File: src/rtl/tcm_boot_roi_ctrl.sv
// Boot/profiling sequencer: streams a program into instruction TCM, pulses the core reset,
// then counts cycles and retirements between a start PC and an end PC.
// Optional run-phase timeout is enabled by defining TCM_BOOT_TIMEOUT_EN.
module tcm_boot_roi_ctrl #(
  parameter int MAX_WORDS      = 1024,
  parameter int RST_CYCLES     = 2,
  parameter int CNT_W          = 32,
  parameter int TIMEOUT_CYCLES = 2000000
) (
  input  logic             clk_i,
  input  logic             rst_i,
  input  logic             start_i,
  input  logic             word_valid_i,
  output logic             word_ready_o,
  input  logic [31:0]      word_data_i,
  input  logic             word_last_i,
  output logic [3:0]       inst_we_o,
  output logic [31:0]      inst_addr_o,
  output logic [31:0]      inst_data_o,
  output logic             rst_cpu_o,
  input  logic [31:0]      pc_i,
  input  logic [31:0]      retired_cnt_i,
  input  logic [31:0]      roi_start_pc_i,
  input  logic [31:0]      roi_end_pc_i,
  output logic             busy_o,
  output logic             roi_active_o,
  output logic             done_o,
  output logic             load_err_o,
  output logic             timeout_o,
  output logic [CNT_W-1:0] roi_cycles_o,
  output logic [CNT_W-1:0] roi_retired_o
);

  localparam int MAX_BYTES = MAX_WORDS * 4;
  localparam int PTR_W     = $clog2(MAX_BYTES) + 1;
  localparam int RC_W      = $clog2(RST_CYCLES + 1);

  // S_FLUSH is the write cycle of the last word, before the core reset window starts.
  typedef enum logic [2:0] {
    S_IDLE    = 3'd0,
    S_LOAD    = 3'd1,
    S_FLUSH   = 3'd2,
    S_RST_CPU = 3'd3,
    S_RUN     = 3'd4,
    S_ROI     = 3'd5,
    S_DONE    = 3'd6
  } state_e;

  state_e           state_r;
  state_e           state_n;
  logic [PTR_W-1:0] ptr_r;
  logic [RC_W-1:0]  rst_cnt_r;
  logic [31:0]      prev_r;
  logic [CNT_W-1:0] cyc_r;
  logic [CNT_W-1:0] ret_r;
  logic [3:0]       we_r;
  logic [31:0]      addr_r;
  logic [31:0]      data_r;
  logic             rst_cpu_r;
  logic             ready_r;
  logic             busy_r;
  logic             roi_act_r;
  logic             done_r;
  logic             load_err_r;
  logic             timeout_r;

  logic             accept_s;
  logic             in_range_s;
  logic             start_s;
  logic             timeout_hit_s;

  assign accept_s   = (state_r == S_LOAD) && word_valid_i;
  assign in_range_s = (ptr_r < PTR_W'(MAX_BYTES));
  assign start_s    = start_i && ((state_r == S_IDLE) || (state_r == S_DONE));

`ifdef TCM_BOOT_TIMEOUT_EN
  localparam int RUN_W = $clog2(TIMEOUT_CYCLES + 1);
  logic [RUN_W-1:0] run_cnt_r;

  // Run-phase cycle counter; cleared during the reset window so it starts at 0 in RUN.
  always_ff @(posedge clk_i) begin
    if (rst_i) begin
      run_cnt_r <= '0;
    end else if (state_r == S_RST_CPU) begin
      run_cnt_r <= '0;
    end else if ((state_r == S_RUN) || (state_r == S_ROI)) begin
      run_cnt_r <= run_cnt_r + RUN_W'(1);
    end else begin
      run_cnt_r <= run_cnt_r;
    end
  end

  assign timeout_hit_s = ((state_r == S_RUN) || (state_r == S_ROI)) &&
                         (run_cnt_r == RUN_W'(TIMEOUT_CYCLES - 1));
`else
  assign timeout_hit_s = 1'b0;
`endif

  // State register.
  always_ff @(posedge clk_i) begin
    if (rst_i) begin
      state_r <= S_IDLE;
    end else begin
      state_r <= state_n;
    end
  end

  // Next-state logic.
  always_comb begin
    state_n = state_r;
    case (state_r)
      S_IDLE: begin
        if (start_i) state_n = S_LOAD;
        else         state_n = S_IDLE;
      end
      S_LOAD: begin
        if (accept_s && word_last_i) state_n = S_FLUSH;
        else                         state_n = S_LOAD;
      end
      S_FLUSH: begin
        state_n = S_RST_CPU;
      end
      S_RST_CPU: begin
        if (rst_cnt_r == RC_W'(RST_CYCLES - 1)) state_n = S_RUN;
        else                                    state_n = S_RST_CPU;
      end
      S_RUN: begin
        if (timeout_hit_s)              state_n = S_DONE;
        else if (pc_i == roi_start_pc_i) state_n = S_ROI;
        else                            state_n = S_RUN;
      end
      S_ROI: begin
        if (timeout_hit_s)             state_n = S_DONE;
        else if (pc_i == roi_end_pc_i) state_n = S_DONE;
        else                           state_n = S_ROI;
      end
      S_DONE: begin
        if (start_i) state_n = S_LOAD;
        else         state_n = S_DONE;
      end
      default: begin
        state_n = S_IDLE;
      end
    endcase
  end

  // Datapath: TCM write port, load pointer, reset window, ROI counters and status flags.
  always_ff @(posedge clk_i) begin
    if (rst_i) begin
      ptr_r      <= '0;
      rst_cnt_r  <= '0;
      prev_r     <= 32'h0;
      cyc_r      <= '0;
      ret_r      <= '0;
      we_r       <= 4'h0;
      addr_r     <= 32'h0;
      data_r     <= 32'h0;
      rst_cpu_r  <= 1'b1;
      ready_r    <= 1'b0;
      busy_r     <= 1'b0;
      roi_act_r  <= 1'b0;
      done_r     <= 1'b0;
      load_err_r <= 1'b0;
      timeout_r  <= 1'b0;
    end else begin
      ready_r   <= (state_n == S_LOAD);
      busy_r    <= (state_n != S_IDLE) && (state_n != S_DONE);
      roi_act_r <= (state_n == S_ROI);
      done_r    <= (state_n == S_DONE);
      rst_cpu_r <= (state_n inside {S_IDLE, S_LOAD, S_FLUSH, S_RST_CPU});
      prev_r    <= retired_cnt_i;
      we_r      <= 4'h0;

      if (start_s) begin
        ptr_r      <= '0;
        load_err_r <= 1'b0;
        timeout_r  <= 1'b0;
      end else if (accept_s) begin
        addr_r <= 32'(ptr_r);
        data_r <= word_data_i;
        // Zero words are skipped on the bus but still consume an address slot.
        if (in_range_s) begin
          ptr_r <= ptr_r + PTR_W'(4);
          if (word_data_i != 32'h0) we_r <= 4'hf;
        end else begin
          load_err_r <= 1'b1;
        end
      end

      if (state_r == S_RST_CPU) rst_cnt_r <= rst_cnt_r + RC_W'(1);
      else                      rst_cnt_r <= '0;

      // The start-PC cycle is the first counted cycle; its retirement is not counted.
      if (start_s) begin
        cyc_r <= '0;
        ret_r <= '0;
      end else if ((state_r == S_RUN) && (state_n == S_ROI)) begin
        cyc_r <= CNT_W'(1);
        ret_r <= '0;
      end else if ((state_r == S_ROI) && !timeout_hit_s) begin
        if (cyc_r != {CNT_W{1'b1}}) cyc_r <= cyc_r + CNT_W'(1);
        if ((retired_cnt_i != prev_r) && (ret_r != {CNT_W{1'b1}})) ret_r <= ret_r + CNT_W'(1);
      end

      if (timeout_hit_s) timeout_r <= 1'b1;
    end
  end

  assign word_ready_o  = ready_r;
  assign inst_we_o     = we_r;
  assign inst_addr_o   = addr_r;
  assign inst_data_o   = data_r;
  assign rst_cpu_o     = rst_cpu_r;
  assign busy_o        = busy_r;
  assign roi_active_o  = roi_act_r;
  assign done_o        = done_r;
  assign load_err_o    = load_err_r;
  assign timeout_o     = timeout_r;
  assign roi_cycles_o  = cyc_r;
  assign roi_retired_o = ret_r;

endmodule

File: config.mk
export PLATFORM = sky130hd
export DESIGN_NAME = tcm_boot_roi_ctrl
export DESIGN_NICKNAME = d
export VERILOG_FILES = /design/src/rtl/tcm_boot_roi_ctrl.sv
export SDC_FILE = /design/constraint.sdc
export NUM_CORES = 1
export LEC_CHECK = 0
export CAP_MARGIN = 20
export CORE_MARGIN = 2
export CORE_UTILIZATION = 35
export CTS_CLUSTER_DIAMETER = 40
export DETAILED_ROUTE_END_ITERATION = 10
export PLACE_DENSITY = 0.67
export SLEW_MARGIN = 20
export SYNTH_ARGS = -nofsm -noshare
export SYNTH_HDL_FRONTEND = slang
export SYNTH_SLANG_ARGS = --single-unit
File: constraint.sdc
create_clock -name clk_i -period 2.7 [get_ports clk_i]
set_clock_uncertainty 0.1 [all_clocks]
set_input_delay 0.81 -clock clk_i [delete_from_list [all_inputs] [get_ports clk_i]]
set_output_delay 0.81 -clock clk_i [all_outputs]
set_load 0.1 [all_outputs]
# Yosys cells after proc, flatten, opt, wreduce, memory -nomap -nowiden

Cells that the tools add are included.

Register bits: 169
Input port bits: 165
Output and inout bits: 139
Word-level logic and storage cells: 78

$add $sub $neg: 4
Magnitude comparators: 1
Equality and inequality tests: 18
Muxes and demuxes: 11
Bitwise operators: 4
Reductions and logical operators: 24

Operators by type and width:

| operator                                       | number |
|---|---|
| adder 32 x 1 -> 32 bit (second input constant) | 2 |
| == test 32 bit                                 | 2 |
| inequality test 32 bit (second input constant) | 2 |
| inequality test 32 bit                         | 1 |
| nonzero test 32 bit                            | 1 |
| one-hot mux 3 bit (7 select lines)             | 1 |
| == test 3 bit (second input constant)          | 5 |
| adder 13 x 3 -> 13 bit (second input constant) | 1 |
| < comparator 13 bit (second input constant)    | 1 |
| == test 3 x 2 -> 1 bit (second input constant) | 4 |
| AND reduction 2 bit                            | 6 |
| == test 3 x 1 -> 1 bit (second input constant) | 2 |
| logical AND 1 bit                              | 6 |
| zero test 3 bit                                | 2 |
| 2-to-1 mux 3 bit                               | 2 |
| 2-to-1 mux 1 bit                               | 5 |
| 2-to-1 mux 2 bit                               | 2 |
| 2-to-1 mux 4 bit                               | 1 |
| NOT 1 bit                                      | 4 |
| nonzero test 2 bit                             | 2 |
| nonzero test 4 bit                             | 1 |
| OR reduction 2 bit                             | 2 |
| OR reduction 4 bit                             | 1 |
| inequality test 3 bit (second input constant)  | 1 |
| other kinds (5)                                | 5 |

# Longest topological paths before layout

Gate-level depths: netlist of the first run.

Word-level depth: 9
Depth in mapped cells: 9

# Worst setup path before layout of the first run

Ideal clock, no wire load.

Path kind: reg-to-reg
Start point: reg ret_r[0], in the netlist roi_retired_o[0]
End point: reg ret_r[25], in the netlist roi_retired_o[25]
Setup time: 0.070 ns
Arrival time: 2.953 ns
Setup slack: -0.424 ns
Cell stages (with the launch flop): 10
Path through: dfxtp_1 > ha_1 > nand2_1 > or4_4 > nor4b_4 > nor4_2 > nand3_2 > buf_4 > o21ai_0 > a21oi_1

Cells in the longest elaborated chain, start to end: 3

Ends and longest elaborated chain:

| what                                                           | line | source |
|---|---|---|
| start: declaration                                             | 55   | `logic [CNT_W-1:0] ret_r;` |
| start signal: assignment                                       | 202  | `if ((retired_cnt_i != prev_r) && (ret_r != {CNT_W{1'b1}})) ret_r <= ret_r + CNT_W'(1);` |
| branches (longest 3 deep; another with adder 32 x 1 -> 32 bit) | -    |  |

Several ways; the timed one is not identified.
A chain may end at the register's enable or synchronous reset.

# Worst setup path after layout of the first run

Start point: in pc_i[7]
End point: reg roi_act_r, in the netlist roi_active_o

Cells in the longest elaborated chain, start to end: 4

Ends and longest elaborated chain:

| what                                                        | line     | source |
|---|---|---|
| start: declaration                                          | 21       | `input logic [31:0] pc_i,` |
| == test 32 bit (on tied branches)                           | 134, 129 |  |
| 2-to-1 mux 2 bit / 2-to-1 mux 1 bit (equally long branches) | 134, 129 |  |
| one-hot mux 3 bit (7 select lines) *                        | 111      | `case (state_r)` |
| == test 3 bit *                                             | 168      | `roi_act_r <= (state_n == S_ROI);` |
| end signal: assignment                                      | 168      |  |
| end: declaration                                            | 62       | `logic roi_act_r;` |

Every way passes the cells marked *; elsewhere a longest branch is shown, timed or not.

==> reports/metrics.csv, run 1 <==
stage;metric;value;unit
worst_setup_path;cp_cell_sequence;clkdlybuf4s50_1 -> buf_4 -> xnor2_1 -> nand4_1 -> nor4_1 -> buf_4 -> nand2_1 -> a21oi_1 -> nor3_1;
synth;synth_top_area_share;0.4307;
route;wire_per_inst;14.69;µm
worst_setup_path;start_kind;input port;
power_and_ir_drop;p_per_area;528.4;nW/µm²
worst_setup_path;slowest_delay;0.49;ns
hold_path;whs_path_depth;1;
cts;clock-sinks;162;
worst_setup_path;endpoint_kind;flop;
floorplanning;core_area;21090;µm²
route;wl;21580;µm
finish;nNetsFinal;1347;
placed_design;pre_cts_slack;-0.3153;ns
route;viasPerCell;4.720;
sta;setup_ws;0.1312;ns
cts;cts_max_level;4;
worst_setup_path;rr_worst_depth;8;
cts;cts_resized;0;
synth;synth_area_leaders;dfxtp_1 43%, xnor2_1 13%, nand2_1 6.3%, xor2_1 5.6%, nor2_1 4.3%;
worst_setup_path;critical_path_class;in2reg;
worst_setup_path;crit_arrival;2.76;ns
global_routing;grt_first_pass_wirelength;34120;µm
finish;final_cell_area;11100;µm²
global_routing;grt_max_degree;84;
sta;hold_viol_final;0;
worst_setup_path;worst_ep_required_time;2.89;ns
power_and_ir_drop;ir_drop;371.7;µV
worst_setup_path;crit_family;buffers and inverters;
placed_design;hpwl;16480;µm
placed_design;io_buffers;281;
hold_path;worstHoldStart;rst_cnt_r[0];
worst_setup_path;critPathSlowestCell;clkdlybuf4s50_1;
synth;ys_seq_area_frac;0.4307;
route;drc_errors;0;
worst_setup_path;crit_fanout;3;
synth;yosys_warnings;0;
global_routing;gr-total-overflow;0;
synth;ys_ff_latch;162;
hold_path;hold_path_end;rst_cnt_r[0];
synth;synthCells;882;
route;first_pass_iters;6;
sta;setup_tns;0;ns
synth;synth_top_cell_by_area;dfxtp_1;
sta;slew_headroom;0.5377;
floorplanning;die_y;150.7;µm
floorplanning;placementRows;53;
synth;synth_cell_types;44;
sta;period_needed;2.569;ns
worst_setup_path;cpMostUsedCell;buf_4;
worst_setup_path;reg2reg_from;roi_retired_o[0];
floorplanning;dieArea;22700;µm²
synth;synth_area;7530;µm²
sta;slew_violations;0;
synth;syn_avg_cell_area;8.537;µm²
global_routing;grt_pass1_vias;6636;
sta;grt_setup_unrepaired;no;
placed_design;place_area;10510;µm²
global_routing;antenna_found_initial;4;
cts;cts_max_path_buffers;2;
cts;cts_tree;done;
cts;clk_latency;0.42;ns
run_status;status;finished clean;
finish;syn2layout_area_growth;47.39;%
placed_design;place.gp.congestion;0.8464;
hold_path;hold_path_class;reg2reg;
floorplanning;ios;304;
cts;clk_pin_slew_worst_paths;0.06;ns
sta;fmax;389.3;MHz
power_and_ir_drop;fin_total_pwr;5864;µW
route;num_vias;6933;
finish;final_common_cell;clkdlybuf4s50_1;
worst_setup_path;r2r-end;roi_retired_o[4];
route;drt-initial-drc-count;343;
job;drv_cap;0;
cts;ctsHoldBuffers;0;
cts;cts_root_buf;clkbuf_16;
cts;numCtsBuffers;17;
floorplanning;start_util;0.3571;
route;ant_nets;0;
finish;drive_above_1_share;0.1906;
finish;final_cell_mix;163 x clkdlybuf4s50_1, 146 x buf_4, 126 x nand2_1, 126 x dfxtp_1, 108 x xnor2_1;
floorplanning;die_x;150.7;µm
sta;tightestPinTransition;0.6882;ns
worst_setup_path;worst-path-buf-inv;3;
sta;post-route-period-util;0.9514;
worst_setup_path;rrSetupSlack;0.24;ns
cts;cts_setup_buffers;0;
global_routing;grt_use_total;0.1913;
sta;setup_viol;0;
power_and_ir_drop;p_leak;0.004103;µW
==> layout make-up <==
| type | instances | area, µm² |
|---|---|---|
| clock buffers | 19 | 442.9 |
| diodes | 3 | 7.507 |
| well taps | 275 | 344.1 |
| fillers | 2052 | 9990 |
| clock inverters | 13 | 125.1 |
| multi-input cells | 676 | 4046 |
| inverters | 7 | 26.28 |
| repair buffers | 314 | 2813 |
| flip-flops and latches | 162 | 3293 |
==> how the worst max path moves through the flow <==
stage                                 from                 to  slack (ns)  depth (start not counted)
final                              pc_i[7]       roi_active_o        0.13                          9
after global routing      roi_retired_o[0]  roi_retired_o[22]        0.03                          8
after CTS                         pc_i[30]       roi_active_o        0.12                          9
after detailed placement          pc_i[30]       roi_active_o       -0.32                          9
after global placement            pc_i[30]       roi_active_o       -0.31                          9
after floorplan           roi_cycles_o[28]   roi_cycles_o[19]       0.004                          7
==> sequential cells by signal (all words and copies together) (netlist names) <==
register	count
roi_retired_o	32
load_err_o	1
inst_data_o	32
busy_o	1
inst_we_o	1
rst_cnt_r	2
done_o	1
roi_active_o	1
rst_cpu_o	1
word_ready_o	1
inst_addr_o	11
roi_cycles_o	32
ptr_r	11
prev_r	32
state_r	3
==> power by group <==
part           total (µW)  internal, µW  leakage [µW]  switching (µW)
logic                1060           423       0.00250             632
registers            2470          2440       0.00134            27.0
clock network        2340          1310      0.000272            1030
==> metal layers <==
| metal | track usage | up-vias | part of all wire |
|---|---|---|---|
| met1 | 0.2474 | 3169 | 0.45 |
| met4 | 0.05888 | 2 | 0.018 |
| met3 | 0.07030 | 27 | 0.081 |
| li1 | - | 3552 | - |
| met2 | 0.2975 | 183 | 0.45 |
| met5 | 0 | - | 0.00074 |
==> Yosys cell counts (all sizes together) <==
cell	instances
conb	1
o221ai	1
mux2i	1
nand4	51
a41o	2
nor2b	33
and2b	1
nand2	126
nor2	88
and2	7
or3	7
nor3	14
ha	4
nand3	30
nor4b	3
o21ai	12
a41oi	1
a32o	1
a21oi	61
buf	28
a31oi	2
o31ai	3
and4	9
and3b	1
a21o	1
clkbuf	30
nand4b	3
nand2b	3
dfxtp	162
nor4	18
nand4bb	1
a211oi	1
xor2	48
xnor2	108
or4	4
and3	9
inv	7
==> metrics by stage <==
step,utilization,std cells,hold WS (ns)
after floorplan,-,903,0.3052
after global placement,0.4983,1434,0.3135
after detailed placement,0.4983,1434,0.3234
after CTS,0.5252,1466,0.3325
after global routing,0.5259,1466,0.3649
final,0.5263,1469,0.3293
==> cell families (layout without fill, tap and decap cells) <==
| family | Yosys count | count (layout) | synth area share |
|---|---|---|---|
| AO/OA/AOI/OAI | 85 | 85 | 0.06148 |
| multiplexers | 1 | 1 | 0.001329 |
| flip-flops | 162 | 162 | 0.4307 |
| buffers and inverters | 65 | 353 | 0.04537 |
| other | 1 | 25 | 0.0004980 |
| AND/OR/NAND/NOR | 408 | 408 | 0.2725 |
| XOR/XNOR | 156 | 156 | 0.1815 |
| adder cells (fa/ha/maj) | 4 | 4 | 0.006647 |
No activity file was read; power rests on OpenSTA's default activity.
==> run 2: changes to the inputs <==
- CORE_MARGIN: 2 -> 3
==> reports/metrics.csv, run 2 (synthesis gave the netlist of run 1 again) <==
stage;metric;value;unit;change
floorplanning;start_util;0.3571;;unchanged
global_routing;grt_first_pass_wirelength;34170;µm;was 34120 µm
finish;final_common_cell;clkdlybuf4s50_1;;unchanged
power_and_ir_drop;power_frac_seq;0.420;;was 0.421
placed_design;place.gp.congestion;0.8644;;was 0.8464
run_status;status;finished clean;;unchanged
cts;ctsHoldBuffers;0;;unchanged
floorplanning;ios;304;;unchanged
global_routing;antenna_found_initial;2;;was 4
sta;slew_headroom;0.5014;;was 0.5377
floorplanning;placementRows;53;;unchanged
worst_setup_path;endpoint_kind;flop;;unchanged
worst_setup_path;critPathSlowestCell;or4_1;;was clkdlybuf4s50_1
power_and_ir_drop;p_leak;0.004091;µW;was 0.004103 µW
floorplanning;core_area;21090;µm²;unchanged
worst_setup_path;start_kind;input port;;unchanged
cts;cts_max_path_buffers;2;;unchanged
cts;cts_setup_buffers;0;;unchanged
route;first_pass_iters;4;;was 6
worst_setup_path;crit_fanout;26;;was 3
route;wire_per_inst;14.87;µm;was 14.69 µm
cts;clock-sinks;162;;unchanged
worst_setup_path;crit_family;simple AND/OR/NAND/NOR gates;;was buffers and inverters
placed_design;hpwl;16810;µm;was 16480 µm
route;ant_nets;0;;unchanged
global_routing;grt_pass1_vias;6537;;was 6636
cts;numCtsBuffers;17;;unchanged
sta;tightestPinTransition;0.7421;ns;was 0.6882 ns
route;wl;21730;µm;was 21580 µm
worst_setup_path;cp_cell_sequence;clkdlybuf4s50_1 -> xnor2_1 -> nand4_1 -> nor4_1 -> buf_4 -> nand2_1 -> buf_12 -> nand3_2 -> or4_1 -> a21oi_1;;was clkdlybuf4s50_1 -> buf_4 -> xnor2_1 -> nand4_1 -> nor4_1 -> buf_4 -> nand2_1 -> a21oi_1 -> nor3_1
route;drc_errors;0;;unchanged
floorplanning;dieArea;23310;µm²;was 22700 µm²
worst_setup_path;worst_ep_required_time;2.95;ns;was 2.89 ns
power_and_ir_drop;p_comb_frac;0.179;;was 0.180
power_and_ir_drop;p_per_area;530.6;nW/µm²;was 528.4 nW/µm²
finish;nFillCells;2017;;was 2052
route;drt-initial-drc-count;322;;was 343
cts;cts_max_level;4;;unchanged
power_and_ir_drop;p_int;4208;µW;was 4178 µW
global_routing;grt_use_total;0.1807;;was 0.1913
finish;final_cell_mix;163 x clkdlybuf4s50_1, 141 x buf_4, 126 x nand2_1, 126 x dfxtp_1, 108 x xnor2_1;;was 163 x clkdlybuf4s50_1, 146 x buf_4, 126 x nand2_1, 126 x dfxtp_1, 108 x xnor2_1
sta;fmax;393.1;MHz;was 389.3 MHz
finish;drive_above_1_share;0.1870;;was 0.1906
finish;final_cell_area;11090;µm²;was 11100 µm²
sta;post-route-period-util;0.9422;;was 0.9514
sta;setup_ws;0.1562;ns;was 0.1312 ns
sta;hold_viol_final;0;;unchanged
placed_design;io_buffers;281;;unchanged
power_and_ir_drop;ir_drop;407.3;µV;was 371.7 µV
route;num_vias;6938;;was 6933
cts;clk_pin_slew_worst_paths;0.06;ns;about the same
sta;setup_tns;0;ns;unchanged
power_and_ir_drop;p_clk_frac;0.401;;was 0.398
finish;diodes;0;;was 3
placed_design;pre_cts_slack;-0.3646;ns;was -0.3153 ns
floorplanning;die_x;152.7;µm;was 150.7 µm
cts;clk_latency;0.42;ns;about the same
power_and_ir_drop;swShare;0.2845;;was 0.2875
worst_setup_path;worst-path-buf-inv;3;;unchanged
worst_setup_path;critical_path_class;in2reg;;unchanged
finish;nNetsFinal;1343;;was 1347
cts;cts_root_buf;clkbuf_16;;unchanged
global_routing;gr-total-overflow;0;;unchanged
worst_setup_path;slowest_delay;0.46;ns;was 0.49 ns
route;viasPerCell;4.746;;was 4.720
sta;setup_viol;0;;unchanged
worst_setup_path;crit_arrival;2.79;ns;was 2.76 ns
sta;period_needed;2.544;ns;was 2.569 ns
finish;syn2layout_area_growth;47.22;%;was 47.39%
job;drv_cap;0;;unchanged
floorplanning;die_y;152.7;µm;was 150.7 µm
cts;cts_tree;done;;unchanged
power_and_ir_drop;p_sw;1674;µW;was 1686 µW
sta;slew_violations;0;;unchanged
global_routing;grt_max_degree;84;;unchanged
hold_path;hold_path_class;reg2reg;;unchanged
placed_design;place_area;10490;µm²;was 10510 µm²
run 2: per-layer routing:
| metal | vias up | global-route usage | wire length [µm] |
|---|---|---|---|
| li1 | 3534 | - | - |
| met1 | 3170 | 0.2374 | 9688 |
| met2 | 204 | 0.2881 | 10120 |
| met3 | 26 | 0.05794 | 1608 |
| met4 | 4 | 0.04794 | 299 |
| met5 | - | 0 | 21 |
run 2: through the flow:
step	instances	power [µW]	util	hold slack, ns
6_report	1462	5882	0.5257	0.3382
5_1_grt	1462	6119	0.5257	0.3519
4_1_cts	1462	5951	0.5250	0.3327
3_5_place_dp	1430	3582	0.4974	0.3241
3_3_place_gp	1430	3578	0.4974	0.3115
2_1_floorplan	903	3177	-	0.3052
run 2: timing repair:
action,4_1_cts,5_1_grt
hold endpoints to repair,0,0
gates resized for setup,0,2
setup endpoints to repair,0,9
run 2: power by group through the flow:
| stage | clock [µW] | sequential (µW) | combinational [µW] |
|---|---|---|---|
| 2_1_floorplan | 0 | 2720 | 454 |
| 3_3_place_gp | 0 | 2520 | 1050 |
| 3_5_place_dp | 0 | 2530 | 1060 |
| 4_1_cts | 2420 | 2470 | 1060 |
| 5_1_grt | 2520 | 2480 | 1120 |
| 6_report | 2360 | 2470 | 1050 |
run 2: layout make-up:
| type | instances | area, µm² | share of cell area |
|---|---|---|---|
| clock inverters | 12 | 122.6 | 0.01106 |
| well taps | 275 | 344.1 | 0.03104 |
| repair buffers | 310 | 2795 | 0.2521 |
| flip-flops and latches | 162 | 3293 | 0.2971 |
| clock buffers | 20 | 457.9 | 0.04131 |
| inverters | 7 | 26.28 | 0.002370 |
| multi-input cells | 676 | 4046 | 0.3650 |
run 2: path summary, 6_finish.rpt:
path         slack [ns]  cells after the start         startpoint                 to
max reg2reg        0.20                      9   roi_retired_o[0]  roi_retired_o[29]
min reg2reg        0.34                      1       rst_cnt_r[0]       rst_cnt_r[0]
min                0.34                      1       rst_cnt_r[0]       rst_cnt_r[0]
max                0.16                     10  retired_cnt_i[23]  roi_retired_o[29]
